## config.mk

```make
export PLATFORM = sky130hd
export DESIGN_NAME = mtsp_er1
export DESIGN_NICKNAME = d
export VERILOG_FILES = /design/src/rtl/mtsp_er1.sv
export SDC_FILE = /design/constraint.sdc
export NUM_CORES = 1
export LEC_CHECK = 0
export ABC_AREA = 1
export CAP_MARGIN = 20
export CORE_UTILIZATION = 39
export CTS_CLUSTER_DIAMETER = 50
export DETAILED_ROUTE_END_ITERATION = 7
export PLACE_DENSITY = 0.84
export SYNTH_ARGS = -nofsm -noshare
export SYNTH_HDL_FRONTEND = slang
export SYNTH_SLANG_ARGS = --single-unit
```

## constraint.sdc

```tcl
create_clock -name CLK -period 1.6 [get_ports CLK]
set_input_delay 0.16 -clock CLK [delete_from_list [all_inputs] [get_ports CLK]]
set_output_delay 0.16 -clock CLK [all_outputs]
set_load 0.02 [all_outputs]
```

## src/rtl/mtsp_er1.sv

```systemverilog
// mtsp_er1: arbitrates three GPR read requesters (SCs, LMB, PU) onto the
// single GPR read port. Grants follow fixed priority SCs > LMB > PU, except
// that a PU requester denied for long enough is boosted ahead of the others.
// Each grant issues one GPR read on the following cycle. A requester tag then
// travels alongside the read so the returned data is steered to the right
// VALID strobe, in grant order.
module mtsp_er1 #(
    parameter int GPR_AW = 6,
    parameter int RD_LAT = 2,
    parameter int STARVE = 4
) (
    input  logic              CLK,
    input  logic              RST,
    input  logic              SCs_REQ,
    input  logic [GPR_AW-1:0] SCs_ADDR,
    input  logic              LMB_REQ,
    input  logic [GPR_AW-1:0] LMB_ADDR,
    input  logic              PU_REQ,
    input  logic [GPR_AW-1:0] PU_ADDR,
    output logic              SCs_ACK,
    output logic              LMB_ACK,
    output logic              PU_ACK,
    output logic              SCs_VALID,
    output logic              LMB_VALID,
    output logic              PU_VALID,
    output logic [127:0]      ER1_DATA,
    output logic              ER1_nEN,
    output logic [GPR_AW-1:0] ER1_ADDR,
    input  logic              GPR_BUSY,
    input  logic [127:0]      GPR_DATA
);

    typedef enum logic [1:0] {
        TAG_NONE = 2'd0,
        TAG_SCS  = 2'd1,
        TAG_LMB  = 2'd2,
        TAG_PU   = 2'd3
    } tag_t;

    localparam logic [3:0] BOOST_AT = 4'(STARVE - 1);

    logic [3:0]        pu_wait;
    logic              boost;
    tag_t              grant_tag;
    logic [GPR_AW-1:0] grant_addr;
    tag_t              issue_tag;
    tag_t              ret_tag [RD_LAT];

    assign boost = (pu_wait >= BOOST_AT);

    // Pick at most one requester; a boosted PU jumps the queue, busy or reset blocks all grants
    always_comb begin
        grant_tag  = TAG_NONE;
        grant_addr = '0;
        if (!RST && !GPR_BUSY) begin
            if (boost && PU_REQ) begin
                grant_tag  = TAG_PU;
                grant_addr = PU_ADDR;
            end else if (SCs_REQ) begin
                grant_tag  = TAG_SCS;
                grant_addr = SCs_ADDR;
            end else if (LMB_REQ) begin
                grant_tag  = TAG_LMB;
                grant_addr = LMB_ADDR;
            end else if (PU_REQ) begin
                grant_tag  = TAG_PU;
                grant_addr = PU_ADDR;
            end
        end
    end

    assign SCs_ACK = (grant_tag == TAG_SCS);
    assign LMB_ACK = (grant_tag == TAG_LMB);
    assign PU_ACK  = (grant_tag == TAG_PU);

    // Count cycles PU waits while the port is free; the count is frozen while the core owns the port
    always_ff @(posedge CLK) begin
        if (RST) begin
            pu_wait <= '0;
        end else if (GPR_BUSY) begin
            pu_wait <= pu_wait;
        end else if (!PU_REQ || PU_ACK) begin
            pu_wait <= '0;
        end else if (pu_wait != 4'hF) begin
            pu_wait <= pu_wait + 4'd1;
        end
    end

    // Issue the granted read one cycle after the grant; the address holds between reads
    always_ff @(posedge CLK) begin
        if (RST) begin
            ER1_nEN  <= 1'b1;
            ER1_ADDR <= '0;
        end else if (grant_tag != TAG_NONE) begin
            ER1_nEN  <= 1'b0;
            ER1_ADDR <= grant_addr;
        end else begin
            ER1_nEN  <= 1'b1;
        end
    end

    // Carry the requester tag alongside the read until its data arrives; reset drops all reads in flight
    always_ff @(posedge CLK) begin
        if (RST) begin
            issue_tag <= TAG_NONE;
            for (int i = 0; i < RD_LAT; i++) begin
                ret_tag[i] <= TAG_NONE;
            end
        end else begin
            issue_tag  <= grant_tag;
            ret_tag[0] <= issue_tag;
            for (int i = 1; i < RD_LAT; i++) begin
                ret_tag[i] <= ret_tag[i-1];
            end
        end
    end

    // Capture returning data and raise the owner's VALID for one cycle; data holds otherwise
    always_ff @(posedge CLK) begin
        if (RST) begin
            SCs_VALID <= 1'b0;
            LMB_VALID <= 1'b0;
            PU_VALID  <= 1'b0;
            ER1_DATA  <= '0;
        end else begin
            SCs_VALID <= (ret_tag[RD_LAT-1] == TAG_SCS);
            LMB_VALID <= (ret_tag[RD_LAT-1] == TAG_LMB);
            PU_VALID  <= (ret_tag[RD_LAT-1] == TAG_PU);
            if (ret_tag[RD_LAT-1] != TAG_NONE) begin
                ER1_DATA <= GPR_DATA;
            end
        end
    end

endmodule

```

==> results summary, run 1 <==
The largest fanout on the critical path is 3. The area of the mapped netlist came out at 0.00534 mm^2. The number of instances in the synthesized netlist is 701.

After clock tree synthesis, the clock-pin slew on the worst setup and hold paths is 60 ps. The per-cell routed wire length is 14.0 um. CTS saw 148 sinks. Ranked by total cell area, the synthesized netlist is headed by dfxtp_1 (55%), nor2_1 (19%), o21ai_0 (12%), clkbuf_1 (3.0%), nand2_1 (2.7%). Global routing used 23.8% of the available tracks across all layers. The slowest stage of the critical path is the dfxtp_2 cell. The number of buffers added by the clock tree synthesis step is 17. The number of antenna violations at the first check in global routing is 1. The library cell used most frequently in the layout, excluding fill and tap cells, is clkdlybuf4s50_1. The pin count of the biggest net entering global routing came out at 63. The register share of total power came out at 42.6%. Pin placement for this block handled 293 I/O pins. The largest single stage delay on the critical path is 340 ps.

The initial detailed-routing violation count came out at 311. The vias per cell is 4.69. The count of cell types in the netlist is 24.

Counting flops and latches in the post-synthesis netlist gives 148. The required time of the critical path came out at 1440 ps. Setup repair after global routing could not meet its margin everywhere.

The power per unit of standard cell area came out at 985 mW/mm^2. The clock latency of the later-clocked register in the worst-skew pair is 420 ps. In this run the number of cells on the critical path is 9.

The number of failing hold endpoints at the final stage came out at 0. In the layout the commonest cells are clkdlybuf4s50_1 (283), nor2_1 (268), dfxtp_1 (146). Counting the fill cells in the layout gives 1030. The final critical-path setup slack is -162 ps. Synthesis produced a netlist with a net count of 854. The cell type with the largest total area after synthesis is dfxtp_1. The final weighted congestion in routability-driven placement came out at 0.798. The buffering stage count on the worst path with inverters included came out at 3.

The count of warnings emitted by yosys came out at 0. The site row count is 42. Summed over all cells, the static leakage comes to 3.68 nW. Sequential cells were found to cover 55.5% of the synthesized design area. The count of placed standard cells in the final layout, fillers left out is 1190. The depth of the worst hold-timing path came out at 3. Of the total power, combinational logic draws 16.9%. Broken down by cell family, the worst path's largest delay share belongs to simple AND/OR/NAND/NOR gates.

The total number of vias came out at 5577. The design internal power came out at 0.00699 W. The number of input and output port buffers inserted is 292. The worst-case headroom to the max-slew limit is 74.9%. The routed design has 16600 um of wire. The highest clock frequency the design can meet is 568 MHz. The worst path in the final design needs a cycle of 1760 ps, including I/O delays and setup.

The min-delay analysis places its worst path in the category primary input to flop. The final-report setup violation count is 13. The remaining antenna violation count is 0. The slew of the pin with the lowest slew margin is 372 ps.

The overall die area came out at 0.0142 mm^2. The number of max-cap violations came out at 0. No sink is reached through more buffers than the 2 on the longest clock path. The die is 119 um tall. The final max-slew violation count came out at 0. The setup skew after layout came out at 6.45 ps.

In this run the power spent charging and discharging nets is 0.00228 W. The maximum ir drop on the vdd rail is 0.715 mV. The cell depth of the worst flop-to-flop path came out at 12. The critical path arrival is 1600 ps. In this run switching power makes up 24.6% of total power. The die span in x came out at 119 um. The clock tree synthesis step divided the H-tree into 4 levels.

Once detailed placement completed, the half-perimeter wirelength came to 11600 um. Traced cell by cell, the critical path runs through ha_4 > nor2_4 > nand2_2 > nand2_4 > nand2_4 > buf_6 > nand3_4 > inv_2 > buf_6. The initial utilization of the core area, before any placement, comes to 40.2%. From synthesis to final layout, the design area changed by 76.1%.

The wire length of the first global-routing pass came out at 26700 um. The area share of the largest cell type after synthesis came out at 55.5%. In the final layout, the share of cells above drive strength 1 is 10.5%. STA classifies the critical path startpoint as a flop.

The first-pass detailed-route iteration total is 4. The mean cell area of the mapped netlist came out at 7.62 um^2. The worst setup path is captured at an output port.

The placed cell area is 0.00867 mm^2. Counting tap cells, the placed design contains a total of 1153 instances. The number of global-route vias before repair is 5469. The TritonCTS clock tree is built.

The final cycle utilization of the critical path came out at 110%. The final reports fail on setup timing. The DRC violations left is 0. The share of total power dissipated in the clock network is 40.4%. The net count of the finished layout is 1156.

The flow ran to the end, but the final reports show violations. The residual overflow from global routing is 0. The area of the placeable core is 0.0133 mm^2. The critical path is of the flop to output port type. On the final layout, the worst hold slack is 350 ps. The root buffer cell is clkbuf_16. The post-route core utilization is 70.8%. The post-route cell area came out at 0.00941 mm^2.
cells in the mapped netlist, drive strengths merged:
| cell type | number |
|---|---|
| nand2 | 42 |
| nor3 | 3 |
| inv | 20 |
| nand3 | 14 |
| o21ai | 135 |
| and3 | 1 |
| a21oi | 6 |
| clkinv | 1 |
| ha | 1 |
| dfxtp | 148 |
| o211ai | 6 |
| buf | 2 |
| nor2 | 276 |
| nand3b | 1 |
| clkbuf | 45 |
final cells by class:
type                            instances  area (um^2)  share of cell area [%]
Clock inverter                          8         78.8                   0.838
Inverter                               21         86.3                   0.918
Sequential cell                       148         2970                    31.5
Timing Repair Buffer                  330         3360                    35.8
Clock buffer                           21          480                    5.11
Multi-Input combinational cell        485         2210                    23.5
Antenna cell                            1         2.50                  0.0266
Tap cell                              176          220                    2.34
state kept, by name (all words and copies together) (netlist names):
signal     count
ER1_ADDR       6
ER1_DATA     128
ER1_nEN        1
LMB_VALID      1
PU_VALID       1
SCs_VALID      1
issue_tag      2
pu_wait        4
ret_tag        4
power groups by stage:
stage / Combinational, W / Sequential [W] / Clock, W
2_1_floorplan: 0.000433 / 0.00423 / 0
5_1_grt: 0.00170 / 0.00397 / 0.00399
3_3_place_gp: 0.00150 / 0.00402 / 0
4_1_cts: 0.00154 / 0.00395 / 0.00382
3_5_place_dp: 0.00152 / 0.00403 / 0
6_report: 0.00157 / 0.00395 / 0.00375
cells by family after synthesis:
logic type      after synthesis  share of synthesized area (%)
compound gates              147                           14.1
flops                       148                           55.5
simple gates                337                           25.3
fa+ha+maj                     1                          0.234
buf+inv                      68                           4.94
worst min-delay path: cells and delay by family:
family	cells	cell delay, ps
buffers and inverters	1	390
AOI/OAI and AO/OA	1	120
and+or+nand+nor	1	50
through the flow:
stage,setup WS (ps),setup TNS (ps),power [W]
floorplan,163,0,0.00466
global route,-236,-2460,0.00966
detailed placement,-414,-2470,0.00554
CTS,-197,-610,0.00932
finish,-162,-1320,0.00927
global placement,-365,-1560,0.00551
metal layers:
layer / share of wire, % / track usage, %
met3: 8.1 / 8.14
met2: 50 / 41.1
met4: 2.2 / 10.4
met1: 40 / 26.4
met5: 0 / 0
path summary, 6_finish.rpt:
kind	start	to	slack (ps)
max	pu_wait[0]$_SDFFE_PP0P_	PU_ACK	-160
min reg2reg	ret_tag[0][1]$_SDFF_PP0_	ret_tag[0][3]$_SDFF_PP0_	400
max reg2reg	pu_wait[0]$_SDFFE_PP0P_	ER1_ADDR[5]$_SDFFE_PP0N_	-120
min	GPR_DATA[85]	ER1_DATA[85]$_SDFFE_PP0P_	350
what timing repair did:
action,CTS,global route
pin swaps,9,9
endpoints found under the setup margin,13,18
setup buffers,5,5
hold buffers,0,0
gates resized for setup,34,22
Power figures use the tool's default switching activity.
==> run 2: changes to the inputs <==
Settings changed: CTS_CLUSTER_SIZE set to 16.
==> results of run 2 <==
The final DEF is identical to that of run 1; final timing and power are the same.
==> run 3: changes to the inputs <==
Settings changed: CORE_ASPECT_RATIO set to 0.7.
==> results summary, run 3 (synthesized netlist as in run 1, its figures left out) <==
The residual overflow from global routing is 0. The TritonCTS clock tree is built. The startpoint of the most critical register-to-register path is pu_wait[1]$_SDFFE_PP0P_.

The maximum root-to-sink buffer count is 2. The worst flop-to-flop path endpoint is pu_wait[2]$_SDFFE_PP0P_. The endpoint of the worst hold path is ER1_DATA[81]$_SDFFE_PP0P_. The area growth from synthesis to final layout came out at 73.3%. Across the VDD grid, the largest voltage drop is 0.715 mV.

The largest fanout on the critical path is 3. The overall die area came out at 0.0142 mm^2. The critical path arrival came out at 1590 ps.

The die span in x came out at 142 um. The level count of the clock H-tree came out at 4. Detailed placement ended at an HPWL of 11100 um. ER1_DATA holds more flip-flops than any other register. The highest clock frequency the design can meet came out at 573 MHz. STA classifies the critical path startpoint as a flop. The final routed wirelength across all metal layers is 16000 um. The slew of the pin with the lowest slew margin came out at 381 ps.

The wire length of the first global-routing pass came out at 24800 um. The global-route total usage across every layer is 22.2%. The first-pass detailed-route iteration total is 4. The number of max-cap violations came out at 0.

The number of buffers added by the clock tree synthesis step is 17. The number of input and output port buffers inserted came out at 292. The pin count of the biggest net entering global routing came out at 92.

The count of pins on the block boundary is 293. The clock transition time at the flip-flop clock pins of the worst setup and hold paths is 60 ps. The total number of vias came out at 5448.

The power per unit of standard cell area came out at 1000 mW/mm^2. The detail route stage leaves a number of antenna-violating nets equal to 0. Leaving out fill and tap cells, the most frequent cell in the layout is clkdlybuf4s50_1. For the final routed database, the setup TNS stands at -406 ps. The setup check on the worst reg-to-reg path leaves a slack of -10 ps.

The worst setup path is captured at an output port. The vertical extent of the die is 99.9 um. The worst-case headroom to the max-slew limit is 74.3%. The required time of the critical path is 1440 ps. The final max-slew violation count is 0. The antenna diode count came out at 0.

The final weighted congestion in routability-driven placement came out at 0.829. The leakage power of the design is 3.54 nW. The cell depth of the worst flop-to-flop path is 13. The largest registers in the layout are ER1_DATA x128, ER1_ADDR x6. The root buffer cell is clkbuf_16. The setup skew after layout is 11.1 ps. The fraction of layout cells with a size suffix above 1 is 9.26%. The site row count came out at 35. The clock period minus worst slack is 1750 ps. The area of the placeable core is 0.0133 mm^2. The per-cell routed wire length is 13.5 um. The net count of the finished layout came out at 1144. The final reports fail on setup timing. The run finished, with violations left. The vias per cell came out at 4.58. The DRC violations left came out at 0. The startpoint identified for the worst hold timing path is GPR_DATA[81]. Setup violations remaining at the end of the flow were counted as 5.

Setup repair after global routing could not meet its margin everywhere. The final cycle utilization of the critical path came out at 109%. The overall power consumption is 0.00929 W. The number of global-route vias before repair is 5056. The tree built by TritonCTS fans out to 148 sinks. The worst setup path is of the flop to output port kind. The depth of the worst hold-timing path is 3. Leaving out fill and tap cells, the most frequent cells in the layout are clkdlybuf4s50_1 (286), nor2_1 (267), dfxtp_1 (146). The number of failing hold endpoints at the final stage came out at 0.

Once the floorplan was initialized, standard cells occupied 40.3% of the core. Across all setup checks in the final design, the least slack found is -146 ps. The number of hold buffers added after CTS came out at 0.

The class of the worst hold path is primary input to flop. The register with the most flip-flops in the layout has 128 of them. The number of antenna violations at the first check in global routing came out at 0. The clock latency of the later-clocked register in the worst-skew pair came out at 400 ps. In this run, the number of DRC markers left after iteration 0 of detailed routing was 185.
run 3: changes by cell type in the layout (fill, tap and decap cells not counted), moves of 3 or more:
cell             delta
inv_6               +4
buf_4              -10
buf_12              -5
dlymetal6s2s_1      -3
buf_6               +3
clkdlybuf4s50_1     +3
run 3: layer usage:
metal / up-vias / track usage, % / wire [um] / part of all wire, %
met5: - / 0 / 0 / 0
met4: 0 / 6.53 / 252 / 1.6
met3: 21 / 9.21 / 1360 / 8.5
met2: 182 / 37.6 / 7470 / 47
met1: 2428 / 25.7 / 6920 / 43
li1: 2817 / - / - / -
run 3: power breakdown:
group	internal, W	switching, W	total (W)
Sequential	0.00386	0.0000875	0.00395
Combinational	0.000819	0.000694	0.00151
Clock	0.00225	0.00158	0.00383
run 3: final cells by class:
class	count	area [um^2]
clock buffers	20	457
clock inverters	12	120
fillers	1043	4010
inverters	21	86.3
multi-input cells	485	2180
flip-flops and latches	148	2970
well taps	185	231
repair buffers	318	3210
run 3: critical path, cell delays in order (launching register included):
cell,delay [ps]
dfxtp_2,340
ha_4,170
nor2_4,90
nand2_2,70
nand2_4,90
nand2_4,60
nand2_2,80
inv_2,50
nand2_1,90
inv_2,40
buf_6,120
run 3: how the worst max path moves through the flow:
stage | start | endpoint | slack (ps) | cells after the start
finish | pu_wait[1]$_SDFFE_PP0P_ | LMB_ACK | -150 | 10
detailed placement | PU_REQ | SCs_ACK | -370 | 10
CTS | pu_wait[1]$_SDFFE_PP0P_ | SCs_ACK | -160 | 10
floorplan | pu_wait[0]$_SDFFE_PP0P_ | pu_wait[2]$_SDFFE_PP0P_ | 160 | 11
global placement | PU_REQ | SCs_ACK | -360 | 10
global route | pu_wait[1]$_SDFFE_PP0P_ | LMB_ACK | -230 | 10
run 3: per-stage QoR:
step	cells	hold WS, ps	worst slack (ps)	utilization, %	area, um^2
floorplan	701	309	163	-	5340
global placement	1153	391	-360	64.4	8550
detailed placement	1153	401	-372	64.4	8550
CTS	1190	341	-156	69.4	9210
global route	1189	363	-225	69.8	9260
finish	1189	362	-146	69.8	9260
run 3: what timing repair did:
action	in CTS	in global routing
resized for setup	33	18
buffers inserted	6	1
endpoints found under the setup margin	13	16
pin swaps	10	16
